File: config.mk
export PLATFORM = sky130hd
export DESIGN_NAME = alu_arbiter_flat
export DESIGN_NICKNAME = d
export VERILOG_FILES = /design/src/rtl/alu_arbiter_pkg.sv /design/src/rtl/alu_arbiter_if.sv /design/src/rtl/alu_arbiter_alu4.sv /design/src/rtl/alu_arbiter.sv /design/src/flat_wrapper.sv
export SDC_FILE = /design/constraint.sdc
export NUM_CORES = 1
export LEC_CHECK = 0
export ABC_CLOCK_PERIOD_IN_PS = 4100
export CAP_MARGIN = 20
export CORE_MARGIN = 3
export CORE_UTILIZATION = 40
export DETAILED_ROUTE_END_ITERATION = 7
export PLACE_DENSITY = 0.68
export SYNTH_ARGS = -nofsm -noshare
export SYNTH_HDL_FRONTEND = slang
export SYNTH_SLANG_ARGS = --single-unit
File: constraint.sdc
create_clock -name clk -period 4.1 [get_ports clk]
set_clock_uncertainty 0.2 [all_clocks]
set_input_delay 0.615 -clock clk [delete_from_list [all_inputs] [get_ports clk]]
set_output_delay 0.615 -clock clk [all_outputs]
set_load 0.005 [all_outputs]
File: src/rtl/alu_arbiter_pkg.sv
// Shared constants for the two-requester ALU arbiter.
// Exports W (data width), op_t and the eight opcode values.
package alu_pkg;
  localparam int W = 4;

  typedef logic [2:0] op_t;

  localparam op_t OP_ADD = 3'd0;
  localparam op_t OP_SUB = 3'd1;
  localparam op_t OP_NEG = 3'd2;
  localparam op_t OP_AND = 3'd3;
  localparam op_t OP_OR  = 3'd4;
  localparam op_t OP_XOR = 3'd5;
  localparam op_t OP_CMP = 3'd6;
  localparam op_t OP_EQ  = 3'd7;
endpackage

File: src/rtl/alu_arbiter_if.sv
// Request/response bundle of the ALU arbiter.
// master: requesters + consumer side; slave: the arbiter.
interface alu_arbiter_if;
  import alu_pkg::*;

  logic         req0_valid;
  logic         req0_ready;
  logic [W-1:0] req0_a;
  logic [W-1:0] req0_b;
  op_t          req0_op;
  logic         req1_valid;
  logic         req1_ready;
  logic [W-1:0] req1_a;
  logic [W-1:0] req1_b;
  op_t          req1_op;
  logic         rsp_valid;
  logic         rsp_ready;
  logic         rsp_id;
  logic [W-1:0] rsp_y;
  logic [7:0]   cnt0;
  logic [7:0]   cnt1;

  modport master (
    output req0_valid, req0_a, req0_b, req0_op,
    output req1_valid, req1_a, req1_b, req1_op,
    output rsp_ready,
    input  req0_ready, req1_ready,
    input  rsp_valid, rsp_id, rsp_y, cnt0, cnt1
  );

  modport slave (
    input  req0_valid, req0_a, req0_b, req0_op,
    input  req1_valid, req1_a, req1_b, req1_op,
    input  rsp_ready,
    output req0_ready, req1_ready,
    output rsp_valid, rsp_id, rsp_y, cnt0, cnt1
  );
endinterface

File: src/rtl/alu_arbiter_alu4.sv
// Combinational 4-bit signed ALU (a, b, op -> y).
// Ports: a, b operands; op opcode; y result.
module alu4
  import alu_pkg::*;
(
  input  logic [W-1:0] a,
  input  logic [W-1:0] b,
  input  op_t          op,
  output logic [W-1:0] y
);
  logic signed [W-1:0] sa;
  logic signed [W-1:0] sb;

  assign sa = a;
  assign sb = b;

  always_comb begin
    y = '0;
    unique case (op)
      OP_ADD: y = a + b;
      OP_SUB: y = a - b;
      OP_NEG: y = -a;
      OP_AND: y = a & b;
      OP_OR:  y = a | b;
      OP_XOR: y = a ^ b;
      OP_CMP: y = (sa > sb) ? 4'd0 : 4'd1;
      OP_EQ:  y = (a == b) ? 4'd1 : 4'd0;
    endcase
  end
endmodule

File: src/rtl/alu_arbiter.sv
// Round-robin share of one ALU between two requesters.
// Ports: clk, rst (async high), bus (slave side of alu_arbiter_if).
module alu_arbiter
  import alu_pkg::*;
(
  input  logic         clk,
  input  logic         rst,
  alu_arbiter_if.slave bus
);
  logic         prio;
  logic         can_accept;
  logic         g0;
  logic         g1;
  logic         acc;
  logic         retire;
  logic [W-1:0] a;
  logic [W-1:0] b;
  op_t          op;
  logic [W-1:0] y;

  assign can_accept = !bus.rsp_valid || bus.rsp_ready;

  // A lone valid wins; on conflict prio picks the winner.
  assign g0 = bus.req0_valid && (!bus.req1_valid || !prio);
  assign g1 = bus.req1_valid && (!bus.req0_valid || prio);

  assign bus.req0_ready = !rst && can_accept && g0;
  assign bus.req1_ready = !rst && can_accept && g1;

  assign acc    = bus.req0_ready || bus.req1_ready;
  assign retire = bus.rsp_valid && bus.rsp_ready;

  assign a  = g1 ? bus.req1_a  : bus.req0_a;
  assign b  = g1 ? bus.req1_b  : bus.req0_b;
  assign op = g1 ? bus.req1_op : bus.req0_op;

  alu4 u_alu (
    .a  (a),
    .b  (b),
    .op (op),
    .y  (y)
  );

  always_ff @(posedge clk or posedge rst) begin
    if (rst) begin
      bus.rsp_valid <= 1'b0;
      bus.rsp_id    <= 1'b0;
      bus.rsp_y     <= '0;
      bus.cnt0      <= '0;
      bus.cnt1      <= '0;
      prio          <= 1'b0;
    end else begin
      if (retire && !bus.rsp_id && bus.cnt0 != 8'hff)
        bus.cnt0 <= bus.cnt0 + 8'd1;
      if (retire && bus.rsp_id && bus.cnt1 != 8'hff)
        bus.cnt1 <= bus.cnt1 + 8'd1;
      if (acc) begin
        bus.rsp_valid <= 1'b1;
        bus.rsp_id    <= g1;
        bus.rsp_y     <= y;
        prio          <= !g1;
      end else if (retire) begin
        bus.rsp_valid <= 1'b0;
      end
    end
  end
endmodule

File: src/flat_wrapper.sv
// flat-port wrapper written by rule: the top's interface ports become plain ports
module alu_arbiter_flat import alu_pkg::*;
  (clk, rst, bus_req0_valid, bus_req0_a, bus_req0_b, bus_req0_op, bus_req1_valid, bus_req1_a, bus_req1_b, bus_req1_op, bus_rsp_ready, bus_req0_ready, bus_req1_ready, bus_rsp_valid, bus_rsp_id, bus_rsp_y, bus_cnt0, bus_cnt1);
  alu_arbiter_if bus_i ();
  input  logic clk;
  input  logic rst;
  input wire logic [$bits(bus_i.req0_valid)-1:0] bus_req0_valid;
  input wire logic [$bits(bus_i.req0_a)-1:0] bus_req0_a;
  input wire logic [$bits(bus_i.req0_b)-1:0] bus_req0_b;
  input wire logic [$bits(bus_i.req0_op)-1:0] bus_req0_op;
  input wire logic [$bits(bus_i.req1_valid)-1:0] bus_req1_valid;
  input wire logic [$bits(bus_i.req1_a)-1:0] bus_req1_a;
  input wire logic [$bits(bus_i.req1_b)-1:0] bus_req1_b;
  input wire logic [$bits(bus_i.req1_op)-1:0] bus_req1_op;
  input wire logic [$bits(bus_i.rsp_ready)-1:0] bus_rsp_ready;
  output wire logic [$bits(bus_i.req0_ready)-1:0] bus_req0_ready;
  output wire logic [$bits(bus_i.req1_ready)-1:0] bus_req1_ready;
  output wire logic [$bits(bus_i.rsp_valid)-1:0] bus_rsp_valid;
  output wire logic [$bits(bus_i.rsp_id)-1:0] bus_rsp_id;
  output wire logic [$bits(bus_i.rsp_y)-1:0] bus_rsp_y;
  output wire logic [$bits(bus_i.cnt0)-1:0] bus_cnt0;
  output wire logic [$bits(bus_i.cnt1)-1:0] bus_cnt1;
  assign bus_i.req0_valid = bus_req0_valid;
  assign bus_i.req0_a = bus_req0_a;
  assign bus_i.req0_b = bus_req0_b;
  assign bus_i.req0_op = bus_req0_op;
  assign bus_i.req1_valid = bus_req1_valid;
  assign bus_i.req1_a = bus_req1_a;
  assign bus_i.req1_b = bus_req1_b;
  assign bus_i.req1_op = bus_req1_op;
  assign bus_i.rsp_ready = bus_rsp_ready;
  assign bus_req0_ready = bus_i.req0_ready;
  assign bus_req1_ready = bus_i.req1_ready;
  assign bus_rsp_valid = bus_i.rsp_valid;
  assign bus_rsp_id = bus_i.rsp_id;
  assign bus_rsp_y = bus_i.rsp_y;
  assign bus_cnt0 = bus_i.cnt0;
  assign bus_cnt1 = bus_i.cnt1;
  alu_arbiter u_core (.clk(clk), .rst(rst), .bus(bus_i));
endmodule
==> metrics.txt <==
#FFs+latches synth 23; kind of critical path input port to flop; CP max stage delay 0.65 ns; Die Area 0.00561 mm²; worst skew pair latency 0.26 ns; Avg Vias per Cell between 5 and 6; final hold slack ~0.3 ns; Buffers on Ports 50; routability congestion estimate 0.892; Clock Path Buffers 2; Worst-Margin Slew 0.878 ns; Worst slew margin 41.4%; Slew Limit Fails 0; CTS tree built; min Tclk post-route roughly 3.3 ns; nets@finish 304; CTS H-Tree Depth 1; number of hold buffers added after CTS 0; worst hold path class flop to flop; # diodes 0; routed vias 1664; first-pass GRT wire length 7120 µm; Area Growth Syn to Fin 30.5%; max_cap viols 0; Syn Area/Cell 9.01 µm²; crit path DAT 3.27 ns; DRT Pass-1 Iters 4; non-filler cells, final 311; Synth top area share a little under a third; CP max-delay cell clkdlybuf4s50_1; final setup TNS 0 ns; most frequent cells in the layout clkdlybuf4s50_1, nand2_1, dfrtp_1, inv_1, xnor2_1; main flop type after synthesis dfrtp_1; EDFF count, synth 0; commonest non-fill, non-tap cell in the layout clkdlybuf4s50_1; RSZ-0062 raised after global routing false; crit path capture type flop; postcts setup bufs 0; vias in the first global route between 1500 and 2000; Cell Pwr Density 373 mW/mm²; gr usage total 16.3%; post-synth net total around 260; CTS Sinks 23; DR DRC count 0; initial core utilization 42.5%; Yosys cell types 55; r2r worst-path depth 11; Die Ht 74.9 µm; largest net degree at the start of global routing 24; wire per inst roughly 14 µm; WL final roughly 4300 µm; share of layout cells above drive strength 1 7.34%; outcome finished, final reports clean; initial antenna violation count 0; Final setup viols 0; VDD IR max 154 µV; worst path cell trace clkdlybuf4s50_1, and2_4, nand2_1, nand2_1, inv_1, ha_1, fa_1, xor2_1, mux2_1, o2bb2a_2, a41oi_2; dominant cells by area after synthesis dfrtp_1, ha_1, nand2_1, xnor2_1, inv_1; post-synthesis sequential area ratio between 30% and 40%; # fillers about 400; Post-CTS Resized 0; Chip Width around 75 µm; final core occ 55.5%; Clk Tree Root Cell clkbuf_8; Synth warnings 0; hold path cells 1; Mapped Area 0.00190 mm²; Yosys top cell by area dfrtp_1; CP Launch Type input port; Cells after DPL 307; Crit path required time 4.02 ns; site row count 24; drt first-iter violations 47; Syn Inst Count 211; most frequent CP cell nand2_1; Core Box Area 0.00447 mm²; asr flop ratio synth 100%; HPWL Detailed about 3600 µm; fin crit share between 80 and 90%; Clock transition at path regs roughly 0.08 ns; fmax approximately 0.3 GHz; Hold Vio Cnt, Final 0; total grt overflow 0; CP Max Fanout 20; Final ANT Viol Nets 0; number of buffers created by CTS 3; Leakage 0.00108 µW; io pins a little over 50
-- path summary, 6_finish.rpt --
| check | start | end | slack, ns |
|---|---|---|---|
| max | bus_req1_valid | u_core.bus.rsp_y[2] | 0.75 |
| min | u_core.bus.cnt0[4] | u_core.bus.cnt0[4] | 0.29 |
| max reg2reg | u_core.prio | u_core.bus.rsp_y[2] | 1.27 |
| min reg2reg | u_core.bus.cnt0[4] | u_core.bus.cnt0[4] | 0.29 |
| max in group asynchronous | rst | u_core.bus.cnt1[3] | 2.47 |
| min in group asynchronous | rst | u_core.bus.cnt0[5] | 0.69 |
-- sequential cells by signal, indices dropped and copies added (netlist names) --
signal and cells:
u_core.bus.rsp_y 4, u_core.bus.cnt0 8, u_core.bus.rsp_id 1, u_core.bus.cnt1 8, u_core.prio 1, u_core.bus.rsp_valid 1
-- layer usage --
layer | up-vias | track usage, % | routed length [µm]
li1 | 827 | - | -
met1 | 754 | 21.2 | 1970
met2 | 79 | 27.3 | 2030
met3 | 4 | 2.54 | 271
met4 | 0 | 6.13 | 57
met5 | - | 0 | 0
-- worst max-delay path, delay by kind of cell --
family / cells / cell delay (ns)
simple gates: 3 / 0.53
xor+xnor: 1 / 0.15
fa+ha+maj: 2 / 0.62
compound gates: 2 / 0.33
buf+inv: 2 / 0.72
mux: 1 / 0.29
-- cell families after synthesis --
| kind of cell | count (synthesis) | share of synthesized area, % |
|---|---|---|
| xor gates and xnor gates | 21 | 9.68 |
| and+or+nand+nor | 78 | 19.9 |
| muxes | 8 | 5.99 |
| buffers and inverters | 24 | 5.13 |
| DFF | 23 | 30.3 |
| AOI/OAI and AO/OA | 40 | 17.1 |
| adders and majority gates | 17 | 12.0 |
-- layout make-up --
class / instances / area (µm²) / share of cell area, %
clock buffers: 4 / 45.0 / 1.82
inverters: 18 / 67.6 / 2.72
multi-input cells: 164 / 1230 / 49.5
flip-flops and latches: 23 / 576 / 23.2
well taps: 52 / 65.1 / 2.62
repair buffers: 50 / 500 / 20.2
-- Yosys cell counts (2+ instances only) --
master / n
nand2_1: 41
dfrtp_1: 23
inv_1: 18
xnor2_1: 16
ha_1: 15
nor2_1: 9
a31oi_1: 8
a21oi_1: 6
nand4_1: 5
nor3_1: 5
xor2_1: 5
and3_1: 3
buf_2: 3
mux2_1: 3
nand3_1: 3
a21o_1: 2
and3_4: 2
fa_1: 2
mux2i_4: 2
o21a_1: 2
o21bai_1: 2
o22ai_1: 2
or3_1: 2
-- through the flow --
stage | setup slack [ns] | total power, µW | area, µm²
after floorplan | 1.04 | 592 | 1900
after global placement | 0.554 | 788 | 2440
after detailed placement | 0.495 | 797 | 2440
after CTS | 0.776 | 935 | 2480
after global routing | 0.634 | 1000 | 2480
final | 0.750 | 925 | 2480
-- power breakdown --
part	switching [µW]	leakage [µW]	total, µW	internal [µW]
clock network	68.3	0.0000228	137	69.2
logic	190	0.000768	437	247
registers	66.2	0.000285	351	285
Power figures use the tool's default switching activity.
